==> config.mk <==
export PLATFORM = sky130hd
export DESIGN_NAME = drlp_img_rd
export DESIGN_NICKNAME = d
export VERILOG_FILES = /design/src/rtl/drlp_img_rd.sv
export SDC_FILE = /design/constraint.sdc
export NUM_CORES = 1
export LEC_CHECK = 0
export CAP_MARGIN = 20
export CORE_MARGIN = 5
export CORE_UTILIZATION = 54
export DETAILED_ROUTE_END_ITERATION = 16
export PLACE_DENSITY = 0.86
export SETUP_SLACK_MARGIN = 0.1
export SYNTH_ARGS = -nofsm -noshare
export SYNTH_HDL_FRONTEND = slang
export SYNTH_SLANG_ARGS = --single-unit
==> constraint.sdc <==
create_clock -name i_clk -period 7.06 [get_ports i_clk]
set_input_delay 1.765 -clock i_clk [delete_from_list [all_inputs] [get_ports i_clk]]
set_output_delay 1.765 -clock i_clk [all_outputs]
set_load 0.005 [all_outputs]
==> src/rtl/drlp_img_rd.sv <==
// drlp_img_rd: raster-order read controller for the DRLP image buffer, streaming words to the PE array.
// Optional zero-border padding of the window is compiled in when DRLP_IMG_RD_PAD_EN is defined.
module drlp_img_rd #(
  parameter int DATA_WIDTH       = 8,
  parameter int ADDR_WIDTH       = 12,
  parameter int TOTAL_DATA_WIDTH = DATA_WIDTH*6,
  parameter int DIM_WIDTH        = 8
) (
  input  logic                        i_clk,
  input  logic                        i_rst_n,
  input  logic                        i_start,
  input  logic [ADDR_WIDTH-1:0]       i_base,
  input  logic [ADDR_WIDTH-1:0]       i_stride,
  input  logic [DIM_WIDTH-1:0]        i_rows,
  input  logic [DIM_WIDTH-1:0]        i_cols,
`ifdef DRLP_IMG_RD_PAD_EN
  input  logic                        i_pad,
`endif
  output logic                        o_rd_en,
  output logic [ADDR_WIDTH-1:0]       o_rd_addr,
  input  logic [TOTAL_DATA_WIDTH-1:0] i_rd_data,
  output logic                        o_valid,
  input  logic                        i_ready,
  output logic [TOTAL_DATA_WIDTH-1:0] o_data,
  output logic                        o_last,
  output logic                        o_busy,
  output logic                        o_done
);

  // One extra bit so a padded window (dims + 2) still fits in the counters.
  localparam int CW = DIM_WIDTH + 1;

  typedef enum logic [1:0] {ST_IDLE, ST_RUN, ST_DRAIN, ST_FIN} state_t;

  state_t                      state_q, state_d;
  logic [ADDR_WIDTH-1:0]       addr_q, addr_d;
  logic [ADDR_WIDTH-1:0]       row_base_q, row_base_d;
  logic [ADDR_WIDTH-1:0]       stride_q, stride_d;
  logic [CW-1:0]               rows_q, rows_d;
  logic [CW-1:0]               cols_q, cols_d;
  logic [CW-1:0]               row_q, row_d;
  logic [CW-1:0]               col_q, col_d;
  logic [TOTAL_DATA_WIDTH-1:0] data_q, data_d;
  logic                        valid_q, valid_d;
  logic                        last_q, last_d;
  logic                        pad_q, pad_d;

  logic                        pad_in;
  logic                        adv;
  logic                        row_end;
  logic                        last_pos;
  logic                        border;
  logic                        data_row_end;
  logic                        rd_en;
  logic [CW-1:0]               pad_ext;
  logic [ADDR_WIDTH-1:0]       next_row_base;

`ifdef DRLP_IMG_RD_PAD_EN
  assign pad_in = i_pad;
`else
  assign pad_in = 1'b0;
`endif

  // rows_q/cols_q hold the traversed dimensions, already widened by the border when padding.
  assign pad_ext       = {{(CW-1){1'b0}}, pad_q};
  assign adv           = !valid_q || i_ready;
  assign row_end       = (col_q == cols_q - CW'(1));
  assign last_pos      = row_end && (row_q == rows_q - CW'(1));
  assign border        = pad_q && ((row_q == '0) || (row_q == rows_q - CW'(1)) ||
                                   (col_q == '0) || row_end);
  assign data_row_end  = (col_q == cols_q - CW'(1) - pad_ext);
  assign next_row_base = row_base_q + stride_q;

  always_comb begin
    state_d    = state_q;
    addr_d     = addr_q;
    row_base_d = row_base_q;
    stride_d   = stride_q;
    rows_d     = rows_q;
    cols_d     = cols_q;
    row_d      = row_q;
    col_d      = col_q;
    data_d     = data_q;
    valid_d    = valid_q;
    last_d     = last_q;
    pad_d      = pad_q;
    rd_en      = 1'b0;

    case (state_q)
      ST_IDLE: begin
        if (i_start) begin
          addr_d     = i_base;
          row_base_d = i_base;
          stride_d   = i_stride;
          rows_d     = CW'(i_rows) + (pad_in ? CW'(2) : CW'(0));
          cols_d     = CW'(i_cols) + (pad_in ? CW'(2) : CW'(0));
          row_d      = '0;
          col_d      = '0;
          pad_d      = pad_in;
          if ((i_rows == '0) || (i_cols == '0)) state_d = ST_FIN;
          else                                  state_d = ST_RUN;
        end
      end

      ST_RUN: begin
        if (adv) begin
          rd_en   = !border;
          data_d  = border ? '0 : i_rd_data;
          valid_d = 1'b1;
          last_d  = last_pos;
          // Border positions consume no buffer word, so the address only moves on reads.
          if (!border) begin
            if (data_row_end) begin
              row_base_d = next_row_base;
              addr_d     = next_row_base;
            end else begin
              addr_d = addr_q + ADDR_WIDTH'(1);
            end
          end
          if (row_end) begin
            col_d = '0;
            row_d = row_q + CW'(1);
          end else begin
            col_d = col_q + CW'(1);
          end
          if (last_pos) state_d = ST_DRAIN;
        end
      end

      ST_DRAIN: begin
        if (valid_q && i_ready && last_q) begin
          valid_d = 1'b0;
          last_d  = 1'b0;
          state_d = ST_FIN;
        end
      end

      ST_FIN: state_d = ST_IDLE;

      default: state_d = ST_IDLE;
    endcase
  end

  always_ff @(posedge i_clk or negedge i_rst_n) begin
    if (!i_rst_n) begin
      state_q    <= ST_IDLE;
      addr_q     <= '0;
      row_base_q <= '0;
      stride_q   <= '0;
      rows_q     <= '0;
      cols_q     <= '0;
      row_q      <= '0;
      col_q      <= '0;
      data_q     <= '0;
      valid_q    <= 1'b0;
      last_q     <= 1'b0;
      pad_q      <= 1'b0;
    end else begin
      state_q    <= state_d;
      addr_q     <= addr_d;
      row_base_q <= row_base_d;
      stride_q   <= stride_d;
      rows_q     <= rows_d;
      cols_q     <= cols_d;
      row_q      <= row_d;
      col_q      <= col_d;
      data_q     <= data_d;
      valid_q    <= valid_d;
      last_q     <= last_d;
      pad_q      <= pad_d;
    end
  end

  assign o_rd_en   = rd_en;
  assign o_rd_addr = addr_q;
  assign o_valid   = valid_q;
  assign o_data    = data_q;
  assign o_last    = last_q;
  assign o_busy    = (state_q != ST_IDLE);
  assign o_done    = (state_q == ST_FIN);

endmodule
==> metrics <==
I/O pins=157; RSZ-0062 raised after global routing=no; minimum clock period=5.010 ns; vias in the first global route=between 6,000 and 7,000; remaining antenna violation count=0; largest cells by area after synthesis=dfrtp_1, nand2_1, mux2_2, ha_1, nor2_1; DRT iter0 DRCs=445; final hold viol count=0; Worst VDD drop=0.2897 mV; area leader, netlist=dfrtp_1; pwr dens=approximately 460 nW/um^2; site row count=40; Power Total=just over 4000 uW; via count=5,931; routed wire length per instance=17.96 um; CTS buffer count=17; 1st-pass router iterations=5; Synth-to-Final Area Change=34.46%; Critical Path, Cell by Cell=clkdlybuf4s50_1, nor2b_1, nand2b_2, inv_1, clkdlybuf4s50_1; type of the most critical hold path=flop to flop; Final Setup Violations=0; post-synth top area share=0.4694; Post-Layout Cell Count=about 1,000; Max clock buf depth=2; final worst-path cycle share=0.7096; Clk pin slew, worst setup/hold paths=0.05 ns; crit path max fanout=4; number of gates resized after CTS=0; share of cells above drive strength 1=0.09070; setup TNS=0 ns; Ant. Diodes=0; worst relative slew slack=0.3971; post-DP HPWL=12,870 um; crit path DAT=~3.2 ns; Setup crit end kind=primary output; Synth Register Bits=122; EDFF count, synth=0; max_cap viols=0; global-route wire length before repair=30,480 um; GR Overflow Total=0; CP top delay family=buffers and inverters; f_max=199.6 MHz; CP required=5.30 ns; core area=11,910 um^2; Seq pwr share=0.310; Worst Tran Pin Value=about 0.9 ns; # H-tree levels=4; pins over their slew limit=0; Mapped Nets=a little over 800; DR DRC count=0; final wirelength=between 15,000 and 20,000 um; Layout Skew=0.007917 ns; Clock Tree Root=clkbuf_16; Worst-Skew Late Latency=0.42 ns; Nets=about 1,000; CTS Hold Buffers Added=0; worst setup path category=primary input to primary output; Comb pwr share=0.486; Die Y=119.7 um; CTS tree=yes; clock power share=0.204; aggregate global-route resource usage=0.2641; net switching power=between 1500 and 2000 uW; syn_area_per_cell=9.173 um^2; Internal=between 2000 and 2500 uW; vias per cell=5.826; initial antenna violation count=0; Setup crit start kind=primary input; largest net degree at the start of global routing=63; Net Sw Frac=0.3915; Cell variety after synth=63; fraction of registers with async set/reset=1.000; Post-synth top flop=dfrtp_1; routability congestion estimate from global placement=about 0.86; slowest CP cell=clkdlybuf4s50_1; Die W=119.7 um; worst path buffer plus inverter count=3; clock sink count=between 100 and 150; Port Buf Inserts=156; Die ar.=~14,000 um^2; outcome=finished clean; P_leak=0.003910 uW; Cell Count Post-Placement=987; Post-Syn Area=6504 um^2; # fillers=840; Mapped Cells=about 710; Post-CTS Repair Setup Buffers=0; sequential area share after synthesis=0.4694; most repeated library cell on the critical path=clkdlybuf4s50_1; yosys warns=0; Initial Utilization=0.5460; worst stage delay on the critical path=0.45 ns
## routing by layer
metal,GRT usage,part of all wire
met3,0.1060,0.10
met1,0.3097,0.39
met4,0.08733,0.025
met2,0.4428,0.49
met5,0,0
## power groups by stage
stage,combinational (uW),clock (uW),sequential (uW)
after global placement,1850,0,1240
after global routing,2170,872,1290
after CTS,1970,836,1250
after floorplan,1220,0,1200
after detailed placement,1930,0,1250
final,1970,826,1260
## registers in the layout, indices dropped and copies added, names as in the netlist
signal      count
o_data         48
o_rd_addr      12
row_base_q     12
stride_q       12
col_q           9
row_q           9
cols_q          8
rows_q          8
state_q         2
o_last          1
o_valid         1
## kinds of logic after synthesis
group | Yosys count | synth area share
AOI/OAI and AO/OA | 116 | 0.1227
and+or+nand+nor | 320 | 0.2187
adders and majority gates | 22 | 0.04348
muxes | 36 | 0.06079
DFF | 122 | 0.4694
buffers and inverters | 54 | 0.03232
xor gates and xnor gates | 39 | 0.05252
## cell type report
cell class | count | area, um^2 | share of cell area
Clock buffer | 19 | 432.9 | 0.04951
Clock inverter | 12 | 127.6 | 0.01459
Inverter | 22 | 82.58 | 0.009443
Multi-Input combinational cell | 533 | 3253 | 0.3720
Sequential cell | 122 | 3053 | 0.3491
Tap cell | 147 | 183.9 | 0.02103
Timing Repair Buffer | 163 | 1612 | 0.1843
## tightest hold or removal path, cell delays in order (launching register included)
cell     delay (ns)
dfrtp_1        0.34
nand2_1        0.05
nand2_1        0.05
## final timing paths
kind / cells past startpoint / startpoint / endpoint / slack (ns)
worst max-delay path: 5 / i_ready / o_rd_en / 2.05
worst min-delay path: 2 / o_data[14] / o_data[14] / 0.47
worst max register to register: 8 / state_q[1] / row_q[4] / 3.05
worst min register to register: 2 / o_data[14] / o_data[14] / 0.47
max in group asynchronous: 2 / i_rst_n / rows_q[1] / 4.34
min in group asynchronous: 1 / i_rst_n / row_base_q[7] / 1.42
## Yosys cell counts, drive strengths merged (2+ instances only)
master	number
nor3	14
mux2i	8
and3	7
nor2	50
a21o	4
a21oi	28
a41o	3
or3	5
buf	8
ha	21
nor4	10
inv	21
xnor2	20
a211oi	9
nand2	180
xor2	19
dfrtp	122
a31oi	7
clkbuf	24
o22ai	15
o21ai	20
o211ai	6
mux2	28
nand4	10
nor2b	7
or4	4
nand3	21
nand2b	6
o32ai	2
o31ai	6
nor3b	2
## layout by cell type, fill, tap and decap left out, types with 10 or more instances in the layout
cell	instances
nand2_1	180
clkdlybuf4s50_1	155
dfrtp_1	122
nor2_1	49
a21oi_1	28
mux2_2	28
inv_1	21
nand3_1	21
ha_1	21
xnor2_1	20
xor2_1	19
o21ai_0	19
clkbuf_16	17
o22ai_1	15
nor3_1	13
nand4_1	10
## stage by stage
step	hold slack (ns)	instance area (um^2)	setup slack [ns]	util
global placement	0.4580	8184	2.067	0.6871
finish	0.4728	8745	2.050	0.7341
global route	0.4970	8745	1.950	0.7341
floorplan	0.4697	6504	2.832	-
CTS	0.4763	8745	2.032	0.7341
detailed placement	0.4613	8184	2.041	0.6871
No activity file was read; power rests on OpenSTA's default activity.
